===== config.mk =====
export PLATFORM = sky130hd
export DESIGN_NAME = hermes_switch_control
export DESIGN_NICKNAME = d
export VERILOG_FILES = /design/src/rtl/hermes_switch_control.sv
export SDC_FILE = /design/constraint.sdc
export NUM_CORES = 1
export LEC_CHECK = 0
export BUFFER_PORTS_ARGS = -buffer_cell sky130_fd_sc_hd__buf_2
export CAP_MARGIN = 0
export CORE_MARGIN = 3
export CORE_UTILIZATION = 35
export DETAILED_ROUTE_END_ITERATION = 8
export PLACE_DENSITY = 0.59
export SLEW_MARGIN = 20
export SYNTH_ARGS = -nofsm -noshare
export SYNTH_HDL_FRONTEND = slang
export SYNTH_SLANG_ARGS = --single-unit

===== constraint.sdc =====
create_clock -name clk_i -period 16.6 [get_ports clk_i]
set_clock_uncertainty 0.05 [all_clocks]
set_input_delay 0.83 -clock clk_i [delete_from_list [all_inputs] [get_ports clk_i]]
set_output_delay 0.83 -clock clk_i [all_outputs]
set_load 0.01 [all_outputs]

===== src/rtl/hermes_switch_control.sv =====
// -----------------------------------------------------------------------------
// hermes_switch_control
//
// Routing and arbitration control for a 5-port Hermes NoC router. It picks one
// requesting input buffer round-robin, computes its XY route from the head
// flit, and connects it to the target output if that output is free. Each
// connection is torn down when the input's sending flag falls.
//
// Ports
//   clk_i        single clock, all state updates on its rising edge
//   rst_i        synchronous, active-high reset
//   req_i        per-input routing request
//   sending_i    per-input "packet in flight" flag; a 1->0 edge releases it
//   header_i     per-input head flit, target X = [15:8], target Y = [7:0]
//   req_ack_o    one-cycle grant pulse back to the requesting input
//   out_valid_o  per-output "allocated" flag
//   out_sel_o    per-output 3-bit index of the input driving it (crossbar)
//   in_valid_o   per-input "connected" flag
//   in_sel_o     per-input 3-bit index of the output it feeds (credit return)
//
// Port indices: EAST=0, WEST=1, NORTH=2, SOUTH=3, LOCAL=4.
// -----------------------------------------------------------------------------
module hermes_switch_control #(
  parameter logic [15:0] ADDRESS   = 16'h0000,
  parameter int          FLIT_SIZE = 32,
  parameter int          NPORT     = 5
) (
  input  logic                       clk_i,
  input  logic                       rst_i,
  input  logic [NPORT-1:0]           req_i,
  input  logic [NPORT-1:0]           sending_i,
  input  logic [NPORT*FLIT_SIZE-1:0] header_i,
  output logic [NPORT-1:0]           req_ack_o,
  output logic [NPORT-1:0]           out_valid_o,
  output logic [NPORT*3-1:0]         out_sel_o,
  output logic [NPORT-1:0]           in_valid_o,
  output logic [NPORT*3-1:0]         in_sel_o
);

  localparam logic [2:0] EAST  = 3'd0;
  localparam logic [2:0] WEST  = 3'd1;
  localparam logic [2:0] NORTH = 3'd2;
  localparam logic [2:0] SOUTH = 3'd3;
  localparam logic [2:0] LOCAL = 3'd4;

  localparam logic [7:0] LOCAL_X = ADDRESS[15:8];
  localparam logic [7:0] LOCAL_Y = ADDRESS[7:0];

  typedef enum logic [1:0] {
    IDLE,
    ROUTE,
    GRANT
  } state_t;

  state_t           state_q, state_d;
  logic [2:0]       sel_q, sel_d;        // input being served
  logic [2:0]       target_q, target_d;  // output it wants
  logic [15:0]      hdr_q, hdr_d;        // routing field of its head flit
  logic [2:0]       last_q;              // last granted input (round-robin pointer)

  logic [NPORT-1:0] out_valid_q, in_valid_q;
  logic [2:0]       out_sel_q [NPORT];
  logic [2:0]       in_sel_q  [NPORT];

  logic [NPORT-1:0] sending_q;  // sending_i one cycle ago
  logic [NPORT-1:0] release_q;  // falling edge seen on a connected input

  // ---------------------------------------------------------------------------
  // Head-flit routing fields. Only the low 16 bits carry the destination; the
  // payload bits above them are folded into a deliberately unused signal.
  // ---------------------------------------------------------------------------
  logic [15:0] hdr_arr [NPORT];
  logic        hdr_unused;

  always_comb begin
    hdr_unused = 1'b0;
    for (int i = 0; i < NPORT; i++) begin
      hdr_arr[i] = header_i[i*FLIT_SIZE +: 16];
      hdr_unused = hdr_unused ^ (^header_i[i*FLIT_SIZE+16 +: FLIT_SIZE-16]);
    end
  end

  // ---------------------------------------------------------------------------
  // Round-robin pick: search starts just after the last granted input and
  // wraps from LOCAL back to EAST. Inputs already connected are not eligible.
  // ---------------------------------------------------------------------------
  logic [NPORT-1:0] eligible;
  logic             found;
  logic [2:0]       rr_idx;
  logic [2:0]       probe;

  always_comb begin
    eligible = req_i & ~in_valid_q;
    found    = 1'b0;
    rr_idx   = EAST;
    probe    = EAST;
    for (int k = 1; k <= NPORT; k++) begin
      probe = 3'((int'(last_q) + k) % NPORT);
      if (!found && eligible[probe]) begin
        found  = 1'b1;
        rr_idx = probe;
      end
    end
  end

  // ---------------------------------------------------------------------------
  // XY routing: resolve X first, then Y; equal on both means deliver locally.
  // ---------------------------------------------------------------------------
  logic [7:0] tgt_x, tgt_y;
  logic [2:0] xy_port;

  always_comb begin
    tgt_x = hdr_q[15:8];
    tgt_y = hdr_q[7:0];
    if (tgt_x > LOCAL_X)      xy_port = EAST;
    else if (tgt_x < LOCAL_X) xy_port = WEST;
    else if (tgt_y > LOCAL_Y) xy_port = NORTH;
    else if (tgt_y < LOCAL_Y) xy_port = SOUTH;
    else                      xy_port = LOCAL;
  end

  // ---------------------------------------------------------------------------
  // FSM next state and grant decision.
  // ---------------------------------------------------------------------------
  logic grant_ok;

  // NOTE: every signal driven here gets a default before the case statement,
  // so no path leaves it unassigned and no latch is inferred.
  always_comb begin
    state_d   = state_q;
    sel_d     = sel_q;
    hdr_d     = hdr_q;
    target_d  = target_q;
    grant_ok  = 1'b0;
    req_ack_o = '0;
    case (state_q)
      IDLE: begin
        if (found) begin
          sel_d   = rr_idx;
          hdr_d   = hdr_arr[rr_idx];
          state_d = ROUTE;
        end
      end
      ROUTE: begin
        target_d = xy_port;
        state_d  = GRANT;
      end
      GRANT: begin
        // A busy output (including one being released this very cycle, whose
        // valid bit is still set) refuses the grant; arbitration retries later.
        state_d = IDLE;
        if (!out_valid_q[target_q] && !rst_i) begin
          grant_ok         = 1'b1;
          req_ack_o[sel_q] = 1'b1;
        end
      end
      default: state_d = IDLE;
    endcase
  end

  // ---------------------------------------------------------------------------
  // State, connection tables and release tracking.
  // ---------------------------------------------------------------------------
  // NOTE: sequential state uses non-blocking assignments only, so every
  // register samples pre-edge values regardless of statement order.
  always_ff @(posedge clk_i) begin
    if (rst_i) begin
      state_q     <= IDLE;
      sel_q       <= EAST;
      target_q    <= EAST;
      hdr_q       <= '0;
      last_q      <= LOCAL;
      sending_q   <= '0;
      release_q   <= '0;
      out_valid_q <= '0;
      in_valid_q  <= '0;
      // NOTE: the select tables are tiny register arrays that must read zero
      // after reset, so they are cleared here rather than left uninitialised.
      for (int i = 0; i < NPORT; i++) begin
        out_sel_q[i] <= '0;
        in_sel_q[i]  <= '0;
      end
    end else begin
      state_q   <= state_d;
      sel_q     <= sel_d;
      target_q  <= target_d;
      hdr_q     <= hdr_d;
      sending_q <= sending_i;
      // Falls on unconnected inputs are masked out here.
      release_q <= sending_q & ~sending_i & in_valid_q;

      // Tear down released connections. A grant never targets a releasing
      // output or input, so these writes never collide with the grant below.
      for (int i = 0; i < NPORT; i++) begin
        if (release_q[i] && in_valid_q[i]) begin
          in_valid_q[i]              <= 1'b0;
          in_sel_q[i]                <= '0;
          out_valid_q[in_sel_q[i]]   <= 1'b0;
          out_sel_q[in_sel_q[i]]     <= '0;
        end
      end

      if (grant_ok) begin
        out_valid_q[target_q] <= 1'b1;
        out_sel_q[target_q]   <= sel_q;
        in_valid_q[sel_q]     <= 1'b1;
        in_sel_q[sel_q]       <= target_q;
        last_q                <= sel_q;
      end
    end
  end

  // ---------------------------------------------------------------------------
  // Outputs.
  // ---------------------------------------------------------------------------
  assign out_valid_o = out_valid_q;
  assign in_valid_o  = in_valid_q;

  for (genvar g = 0; g < NPORT; g++) begin : g_flatten
    assign out_sel_o[g*3 +: 3] = out_sel_q[g];
    assign in_sel_o[g*3 +: 3]  = in_sel_q[g];
  end

endmodule


==> metrics.md <==
| Metric | Value |
|---|---|
| CTS clk-pin slew, worst paths | ~0.050 ns |
| Pwr/cell area | about 80 nW/um^2 |
| Peak Freq | ~0.14 GHz |
| # DRC | 0 |
| Slowest stage cell on the critical path | mux2i_2 |
| Worst reg2reg setup slack | about 9.4 ns |
| Design Area, Final | ~6500 um^2 |
| Post-CTS Resized | 0 |
| Reg2reg start | last_q[1]$_SDFFE_PP0P_ |
| Fin crit period | approximately 7 ns |
| Diode count | 0 |
| Critical path cell sequence | inv_1 > ha_1 > ha_1 > o31ai_1 > o31ai_4 > xnor2_1 > ha_1 > nor2b_1 > nor3_1 > a211oi_4 > mux2_4 > mux4_2 > mux2i_2 > or4_1 > a21boi_4 > mux2i_1 > o211ai_1 |
| # IOs | 217 |
| Critical path's top delay family | multiplexers |
| TritonCTS clock tree | yes |
| Max clock buf depth | 2 |
| DR WL/cell | 17.3 um |
| Synth area leader | dfxtp_1 |
| Total track usage | between 10% and 20% |
| Width of the die | between 100 and 150 um |
| Register share of total power | 36.7% |
| Most common cell in the netlist | o211ai_1 |
| First-pass GRT wire length | approximately 27000 um |
| Top post-synthesis cells by area | dfxtp_1, edfxtp_1, o211ai_1 |
| Rel. slew slack | between 20 and 30% |
| Die span in y | 133 um |
| CP max FO | 19 |
| Mapped Cells | 663 |
| DRT Pass-1 Iters | 5 |
| Max H-tree Level | 3 |
| Area growth from synthesis to layout | 16.5% |
| Status | complete, no violations |
| Worst Hold Depth | 1 |
| Leak Pwr | approximately 2.7 nW |
| Main synth FF type | dfxtp_1 |
| Layout fillers | ~1600 |
| Final setup TNS | 0 ns |
| Req. time, crit path | approximately 17 ns |
| Clk_lat worst skew | 0.32 ns |
| Crit path buf inv count | 1 |
| Post-synth EDFFs | 19 |
| Final setup margin | roughly 9.4 ns |
| FP Rows | 45 |
| Hold Path End | in_valid_o[1]$_SDFF_PP0_ |
| Worst Max-Slew Pin Slew | about 1.1 ns |
| Hold buffers post-CTS | 0 |
| # placed instances | between 900 and 1000 |
| Sw Share | about 34% |
| Cell mode on critical path | ha_1 |
| Proportion of layout cells with a drive suffix above 1 | roughly a quarter |
| Pint | 0.000336 W |
| Hold Vio Cnt, Final | 0 |
| Worst path max stage delay | just under 0.8 ns |
| Flops & latches, synth | 63 |
| Max Slew Vio Count | 0 |
| Crit path kind | register to register |
| YS warnings | 0 |
| Core area | 15400 um^2 |
| Post-route insts no fill | just under 1000 |
| R2R depth | 17 |
| Initial Utilization | a little over a third |
| Largest net degree at the start of global routing | 40 |
| Period Utilization, post-route | a little over two fifths |
| Clock power frac | between 30% and 40% |
| Post-CTS Setup Inserts | 0 |
| Routability cong. | around 0.9 |
| DRT iter0 DRCs | ~380 |
| WHS | slightly below 0.4 ns |
| Via/cell ratio | 5.75 |
| Root Buffer | clkbuf_16 |
| Layout Nets | between 900 and 1000 |
| Logic gate share of total power | between 30% and 40% |
| RSZ-0062 raised after global routing | no |
| CP startpoint | last_q[1]$_SDFFE_PP0P_ |
| Vias | between 5000 and 6000 |
| Post-Syn Area | 5600 um^2 |
| Worst EP arrival | between 7 and 8 ns |
| Vias in the first global route | around 5500 |
| Switching pwr | ~0.00017 W |
| Overflow after GRT | 0 |
| Distinct cell type count after synthesis | 93 |
| Mapped Avg Cell Area | 8.45 um^2 |
| Initial antenna violation count | 0 |
| Asr flop ratio synth | 0% |
| HP Start | release_q[1]$_SDFF_PP0_ |
| Synth cell count leaders | o211ai_1, dfxtp_1, a21oi_1, nor2_1, inv_1 |
| # port buffers | about 120 |
| Die ar. | ~18000 um^2 |
| VDD IR max | between 40 and 50 uV |
| TritonCTS sink count | 63 |
| Area after detailed placement | 6270 um^2 |
| Yosys top cell area share | 15.7% |
| DP HPWL | between 10000 and 15000 um |
| Max-cap violation count | 0 |
| Worst Setup Slack post-DPL | approximately 9.5 ns |
| ANT nets after route | 0 |
| CP startpoint kind | register |
| Final setup viols | 0 |
| WL final | 16900 um |
| FF-to-FF End | hdr_q[0]$_SDFFE_PP0P_ |
| Hold Crit Class | register to register |
| Setup crit end kind | register |
| Register area share after synthesis | about 26% |
| TritonCTS buffer count | 9 |
-- area by class of cell --
cell class / instances / area, um^2 / area share (%)
inverter: 37 / 139 / 2.13
timing repair buffer: 128 / 653 / 10.0
multi-input combinational: 519 / 3760 / 57.6
clock buffer: 11 / 233 / 3.56
clock inverter: 5 / 26.3 / 0.402
tap: 211 / 264 / 4.04
sequential: 63 / 1450 / 22.2
-- how the worst max path moves through the flow --
stage	to	slack [ns]	cells past startpoint
2_1_floorplan	hdr_q[10]$_SDFFE_PP0P_	10.62	24
3_3_place_gp	hdr_q[0]$_SDFFE_PP0P_	9.28	17
3_5_place_dp	hdr_q[0]$_SDFFE_PP0P_	9.50	17
4_1_cts	hdr_q[0]$_SDFFE_PP0P_	9.50	17
5_1_grt	hdr_q[0]$_SDFFE_PP0P_	8.96	17
6_report	hdr_q[0]$_SDFFE_PP0P_	9.40	17
-- cells in the final DEF (no fill, tap or decap), types with 4 or more instances in the layout --
cell,count
a211oi_1,4
a21o_1,4
a21oi_1,40
a22oi_1,18
and2_1,18
and4_1,5
buf_2,123
buf_4,5
clkbuf_16,9
conb_1,13
dfxtp_1,44
edfxtp_1,19
ha_1,24
inv_1,35
mux2i_1,24
nand2_1,33
nand2b_1,15
nand3_1,9
nand3b_1,4
nand4_1,8
nor2_1,39
nor2b_1,17
nor3_1,8
nor3b_1,12
nor4_1,9
o211ai_1,57
o21a_1,6
o21ai_0,11
o21ai_1,6
o22ai_1,20
o41ai_1,16
or2_2,4
or3b_2,5
xnor2_1,8
-- metrics by stage --
step                      util (%)  total power (W)
after floorplan                  -         0.000308
after global placement        40.6         0.000343
after detailed placement      40.6         0.000347
after CTS                     42.3         0.000513
after global routing          42.3         0.000539
final                         42.3         0.000510
-- flip-flops by register name, indices dropped and copies added, names as in the netlist --
| name | flops |
|---|---|
| hdr_q | 16 |
| in_sel_q | 10 |
| out_sel_q | 9 |
| in_valid_o | 5 |
| release_q | 5 |
| sending_q | 5 |
| last_q | 3 |
| out_valid_o | 3 |
| sel_q | 3 |
| state_q | 2 |
| target_q | 2 |
-- per-layer routing --
metal  vias up  track usage (%)  share of wire (%)
li1       2719                -                  -
met1      2651             24.5                 46
met2       215             31.5                 47
met3        20             3.46                6.2
met4         0             4.50                1.2
met5         -                0                  0
-- worst reg2reg max path: stages, from the launching register on --
cell and delay (ns):
dfxtp_1 0.57, inv_1 0.30, ha_1 0.58, ha_1 0.35, o31ai_1 0.35, o31ai_4 0.17
xnor2_1 0.35, ha_1 0.25, nor2b_1 0.21, nor3_1 0.11, a211oi_4 0.33, mux2_4 0.36
mux4_2 0.45, mux2i_2 0.78, or4_1 0.63, a21boi_4 0.75, mux2i_1 0.35, o211ai_1 0.12
-- power groups by stage --
stage	Sequential (W)	Combinational (W)	Clock (W)
global route	0.000189	0.000175	0.000175
floorplan	0.000186	0.000122	0
CTS	0.000187	0.000157	0.000169
detailed placement	0.000190	0.000157	0
finish	0.000187	0.000159	0.000165
global placement	0.000189	0.000153	0
-- logic make-up after synthesis --
| logic type | share of synthesized area, % |
|---|---|
| compound gates | 30.7 |
| fa+ha+maj | 5.36 |
| buf+inv | 7.93 |
| xor+xnor | 2.32 |
| simple gates | 21.7 |
| mux | 6.05 |
| flops | 25.9 |
| other cells | 0.0669 |
Note: power is estimated with default switching activity, not from simulation.
